**src/rtl/scan_sequencer.sv**
```systemverilog
// Select-line sequencer for the 4-to-16 demux decoder: walks unmasked channels in
// ascending order, holding each for dwell+1 cycles, as one sweep or continuously.
//
// state | meaning
// IDLE  | not presenting; sel holds its last value; waits for start
// SCAN  | presenting channel sel for dwell_q+1 cycles (plus held cycles)
module scan_sequencer #(
    parameter int DWELL_W = 8
) (
    input  logic               clk,
    input  logic               rst_n,
    input  logic               start,
    input  logic               stop,
    input  logic               hold,
    input  logic               mode,
    input  logic [DWELL_W-1:0] dwell,
    input  logic [15:0]        skip_mask,
    output logic               s0,
    output logic               s1,
    output logic               s2,
    output logic               s3,
    output logic               en,
    output logic               busy,
    output logic               done
);

    typedef enum logic {
        IDLE = 1'b0,
        SCAN = 1'b1
    } state_t;

    state_t             state_q, state_d;
    logic [3:0]         sel_q, sel_d;
    logic [DWELL_W-1:0] cnt_q, cnt_d;
    logic [DWELL_W-1:0] dwell_q, dwell_d;
    logic               mode_q, mode_d;
    logic [15:0]        mask_q, mask_d;
    logic               done_q, done_d;

    logic [3:0]         first_in;
    logic               any_in;
    logic [3:0]         first_cap;
    logic [3:0]         next_idx;
    logic               any_next;

    // Descending loop so the last hit is the lowest qualifying index.
    always_comb begin
        first_in  = '0;
        any_in    = 1'b0;
        first_cap = '0;
        next_idx  = '0;
        any_next  = 1'b0;
        for (int i = 15; i >= 0; i--) begin
            if (!skip_mask[i]) begin
                first_in = 4'(i);
                any_in   = 1'b1;
            end
            if (!mask_q[i]) begin
                first_cap = 4'(i);
            end
            if (!mask_q[i] && (4'(i) > sel_q)) begin
                next_idx = 4'(i);
                any_next = 1'b1;
            end
        end
    end

    always_comb begin
        state_d = state_q;
        sel_d   = sel_q;
        cnt_d   = cnt_q;
        dwell_d = dwell_q;
        mode_d  = mode_q;
        mask_d  = mask_q;
        done_d  = 1'b0;
        case (state_q)
            IDLE: begin
                if (start && !stop) begin
                    if (any_in) begin
                        state_d = SCAN;
                        sel_d   = first_in;
                        cnt_d   = dwell;
                        dwell_d = dwell;
                        mode_d  = mode;
                        mask_d  = skip_mask;
                    end else begin
                        done_d = 1'b1;
                    end
                end
            end
            SCAN: begin
                if (stop) begin
                    state_d = IDLE;
                end else if (!hold) begin
                    if (cnt_q != '0) begin
                        cnt_d = cnt_q - DWELL_W'(1);
                    end else if (any_next) begin
                        sel_d = next_idx;
                        cnt_d = dwell_q;
                    end else if (mode_q) begin
                        sel_d = first_cap;
                        cnt_d = dwell_q;
                    end else begin
                        state_d = IDLE;
                        done_d  = 1'b1;
                    end
                end
            end
            default: begin
                state_d = IDLE;
            end
        endcase
    end

    always_ff @(posedge clk or negedge rst_n) begin
        if (!rst_n) begin
            state_q <= IDLE;
            sel_q   <= '0;
            cnt_q   <= '0;
            dwell_q <= '0;
            mode_q  <= 1'b0;
            mask_q  <= '0;
            done_q  <= 1'b0;
        end else begin
            state_q <= state_d;
            sel_q   <= sel_d;
            cnt_q   <= cnt_d;
            dwell_q <= dwell_d;
            mode_q  <= mode_d;
            mask_q  <= mask_d;
            done_q  <= done_d;
        end
    end

    // s0 is the MSB of the channel index, as the decoder expects.
    assign {s0, s1, s2, s3} = sel_q;
    assign en   = (state_q == SCAN);
    assign busy = (state_q == SCAN);
    assign done = done_q;

endmodule
```
**config.mk**
```make
export PLATFORM = sky130hd
export DESIGN_NAME = scan_sequencer
export DESIGN_NICKNAME = d
export VERILOG_FILES = /design/src/rtl/scan_sequencer.sv
export SDC_FILE = /design/constraint.sdc
export NUM_CORES = 1
export LEC_CHECK = 0
export CELL_PAD_IN_SITES_DETAIL_PLACEMENT = 0
export CELL_PAD_IN_SITES_GLOBAL_PLACEMENT = 1
export CORE_MARGIN = 2
export CORE_UTILIZATION = 46
export DETAILED_ROUTE_END_ITERATION = 6
export HOLD_SLACK_MARGIN = 0.05
export MAX_ROUTING_LAYER = met4
export PLACE_DENSITY = 0.95
export SLEW_MARGIN = 40
export SYNTH_ARGS = -nofsm -noshare
export SYNTH_HDL_FRONTEND = slang
export SYNTH_SLANG_ARGS = --single-unit
```
**constraint.sdc**
```tcl
create_clock -name clk -period 5.99 [get_ports clk]
set_input_delay 1.198 -clock clk [delete_from_list [all_inputs] [get_ports clk]]
set_output_delay 1.198 -clock clk [all_outputs]
set_load 0.02 [all_outputs]
```
==> flow_summary.json <==
{
  "outcome": "completed",
  "via_count": 2326,
  "synth_top_area_frac": 0.360,
  "synth-edff-count": 0,
  "fp.dieArea_um2": 6520,
  "dpl.hpwl_mm": 4.62,
  "relSlewSlack": 0.476,
  "path_max_fanout": 16,
  "cts-root-buf": "clkbuf_8",
  "cts_buffer_depth": 2,
  "synth.distinct_cells": 66,
  "holdPathEnd": "dwell_q[2]",
  "arrival_ns": 3.53,
  "grt_max_degree": 40,
  "min_path_type": "register to register",
  "power.density_nw_per_um2": 324,
  "overflow": 0,
  "synthCells": 288,
  "rr_worst_depth": 7,
  "reg2reg_from": "cnt_q[0]",
  "holdPathStages": 1,
  "synth_top_cells_by_area": "dfrtp_1, mux2_2, o21ai_0",
  "post-route-min-period_ns": 3.31,
  "hold-worst-slack_ns": 0.512,
  "yosys.area.top_type": "dfrtp_1",
  "ir_worst_vdd_mv": 0.184,
  "fin_nets": 349,
  "rrSetupSlack_ns": 3.30,
  "cts_made_buffers": 5,
  "post-route-drc-count": 0,
  "p_leak_nw": 1.24,
  "report.final.slew_viol_count": 0,
  "die_y_um": 80.7,
  "yosys_warnings": 0,
  "start_util": 0.483,
  "start_kind": "input port",
  "min_from": "dwell_q[2]",
  "grt_pass1_wl_mm": 10.7,
  "ioPinCount": 37,
  "crit_path_end_kind": "register",
  "clk_latency_ns": 0.30,
  "core-area_um2": 5610,
  "finalHoldViolations": 0,
  "n_fill_cell": 504,
  "syn2layout_area_growth_pct": 18.0,
  "antenna_found_initial": 0,
  "ys_ff_latch": 39,
  "gr-usage-all-layers": 0.216,
  "drv_cap": 0,
  "h-tree-depth": 2,
  "rsz0062_at_grt": "false",
  "drtIter0Drc": 141,
  "crit_type": "input port to register",
  "wl_per_cell_um": 16.0,
  "clock-sinks": 39,
  "r2r_end": "sel_q[3]",
  "antennaDiodeCount": 0,
  "clkSlewWorstSetupHoldPaths_ns": 0.08,
  "grt_pass1_vias": 2165,
  "ctsResizeCount": 0,
  "core.rowCount": 27,
  "first_pass_iters": 4,
  "worst_slew_pin_slew_ns": 0.784,
  "die_w_um": 80.7,
  "viasPerCell": 5.96,
  "async_reset_ff_frac": 1.00,
  "setup_violations": 0,
  "seq_area_um2": 977,
  "fin_crit_sh": 0.553,
  "yosys_most_used_dff": "dfrtp_1",
  "fmax_ghz": 0.302,
  "multiInputGateArea_um2": 1570,
  "syn_nets": 320,
  "numPortBuffers": 36,
  "syn_area_per_cell_um2": 9.41,
  "synth_area_um2": 2710,
  "cts_tree": "yes",
  "setup_tns_ns": 0,
  "postCtsSetupBuffers": 0,
  "synth_seq_area_share": 0.360,
  "drive_gt1_frac": 0.164,
  "gp_congestion": 0.871,
  "postRouteAntennaNets": 0,
  "required_ns": 6.21,
  "totalWireLength_mm": 6.25,
  "hold_buffers": 0,
  "fin_worst_skew_ns": 0.00641
}
## Yosys cell counts (4+ instances only)
cell      count
dfrtp_1      39
nand2_1      23
mux2_2       21
nor2_1       21
o21ai_0      19
inv_1        16
a21oi_1      14
a31oi_1      11
nand4_1      11
nor3_1        8
nand2b_1      7
o211ai_1      6
mux2i_1       5
buf_2         4
clkbuf_1      4
nor2b_1       4
## how the worst max path moves through the flow
stage | startpoint | endpoint | slack (ns)
2_1_floorplan | skip_mask[8] | dwell_q[7] | 3.38
3_3_place_gp | skip_mask[9] | mask_q[13] | 2.42
3_5_place_dp | skip_mask[13] | cnt_q[0] | 2.41
4_1_cts | skip_mask[13] | cnt_q[0] | 2.71
5_1_grt | skip_mask[10] | cnt_q[0] | 2.56
6_report | skip_mask[13] | cnt_q[0] | 2.68
## cells in the final DEF (no fill, tap or decap), types with 2 or more instances in the layout
| master | n |
|---|---|
| a21boi_0 | 3 |
| nand2_1 | 23 |
| clkbuf_8 | 5 |
| mux2i_1 | 5 |
| ha_1 | 2 |
| nor3_1 | 8 |
| clkdlybuf4s50_1 | 35 |
| buf_4 | 2 |
| xnor2_1 | 3 |
| o22a_1 | 2 |
| nand2b_4 | 2 |
| nand4_1 | 11 |
| a21o_1 | 3 |
| nor2_1 | 21 |
| nor2b_1 | 4 |
| mux2_2 | 21 |
| o21a_1 | 2 |
| o22ai_1 | 2 |
| o21ai_0 | 19 |
| a22oi_1 | 3 |
| a21oi_1 | 14 |
| nor4_1 | 2 |
| bufinv_16 | 2 |
| nand3b_1 | 2 |
| o211ai_1 | 6 |
| inv_1 | 16 |
| nand2b_1 | 7 |
| o21ai_1 | 2 |
| nor4b_4 | 2 |
| dfrtp_1 | 38 |
| a22o_1 | 3 |
| a31o_2 | 3 |
| a31oi_1 | 11 |
## layout make-up
| cell class | instances | share of cell area |
|---|---|---|
| Tap cell | 72 | 0.0282 |
| Clock buffer | 5 | 0.0215 |
| Inverter | 16 | 0.0188 |
| Multi-Input combinational cell | 218 | 0.490 |
| Sequential cell | 39 | 0.306 |
| Clock inverter | 3 | 0.0211 |
| Timing Repair Buffer | 37 | 0.114 |
## power breakdown
group	switching, mW	internal (mW)	total, mW
registers	0.108	0.322	0.430
clock network	0.0991	0.166	0.265
logic	0.163	0.178	0.341
total	0.371	0.665	1.04
## logic make-up (layout without fill, tap and decap cells)
| family | after synthesis | after routing | share of synthesized area |
|---|---|---|---|
| flops | 39 | 39 | 0.360 |
| fa+ha+maj | 2 | 2 | 0.00924 |
| simple gates | 90 | 90 | 0.187 |
| xor+xnor | 3 | 3 | 0.00970 |
| mux | 26 | 26 | 0.106 |
| buf+inv | 31 | 61 | 0.0614 |
| compound gates | 97 | 97 | 0.267 |
## worst max-delay path: stages
cell,delay [ns]
clkdlybuf4s50_1,0.56
nand4_1,0.25
o41ai_4,0.68
nor2b_1,0.24
a31oi_2,0.15
a31o_1,0.32
a21oi_1,0.13
## registers in the layout, indices dropped and copies added, names as in the netlist
signal   count
busy         1
cnt_q        8
sel_q        4
mode_q       1
mask_q      16
done         1
dwell_q      8
## through the flow
stage | util | total power [mW] | setup slack (ns) | instances | cell area [um2]
finish | 0.570 | 1.04 | 2.68 | 390 | 3200
floorplan | - | 0.682 | 3.38 | 288 | 2710
detailed placement | 0.545 | 0.774 | 2.41 | 382 | 3060
CTS | 0.570 | 1.04 | 2.71 | 390 | 3190
global placement | 0.545 | 0.767 | 2.42 | 382 | 3060
global route | 0.570 | 1.11 | 2.56 | 390 | 3200
## per-layer routing
layer	share of wire	vias to the layer above	global-route usage
met1	0.48	1128	0.315
met2	0.46	55	0.315
met5	0	-	-
met3	0.045	7	0.0333
met4	0.013	0	0.0559
li1	-	1136	-
No activity file was read; power rests on OpenSTA's default activity.
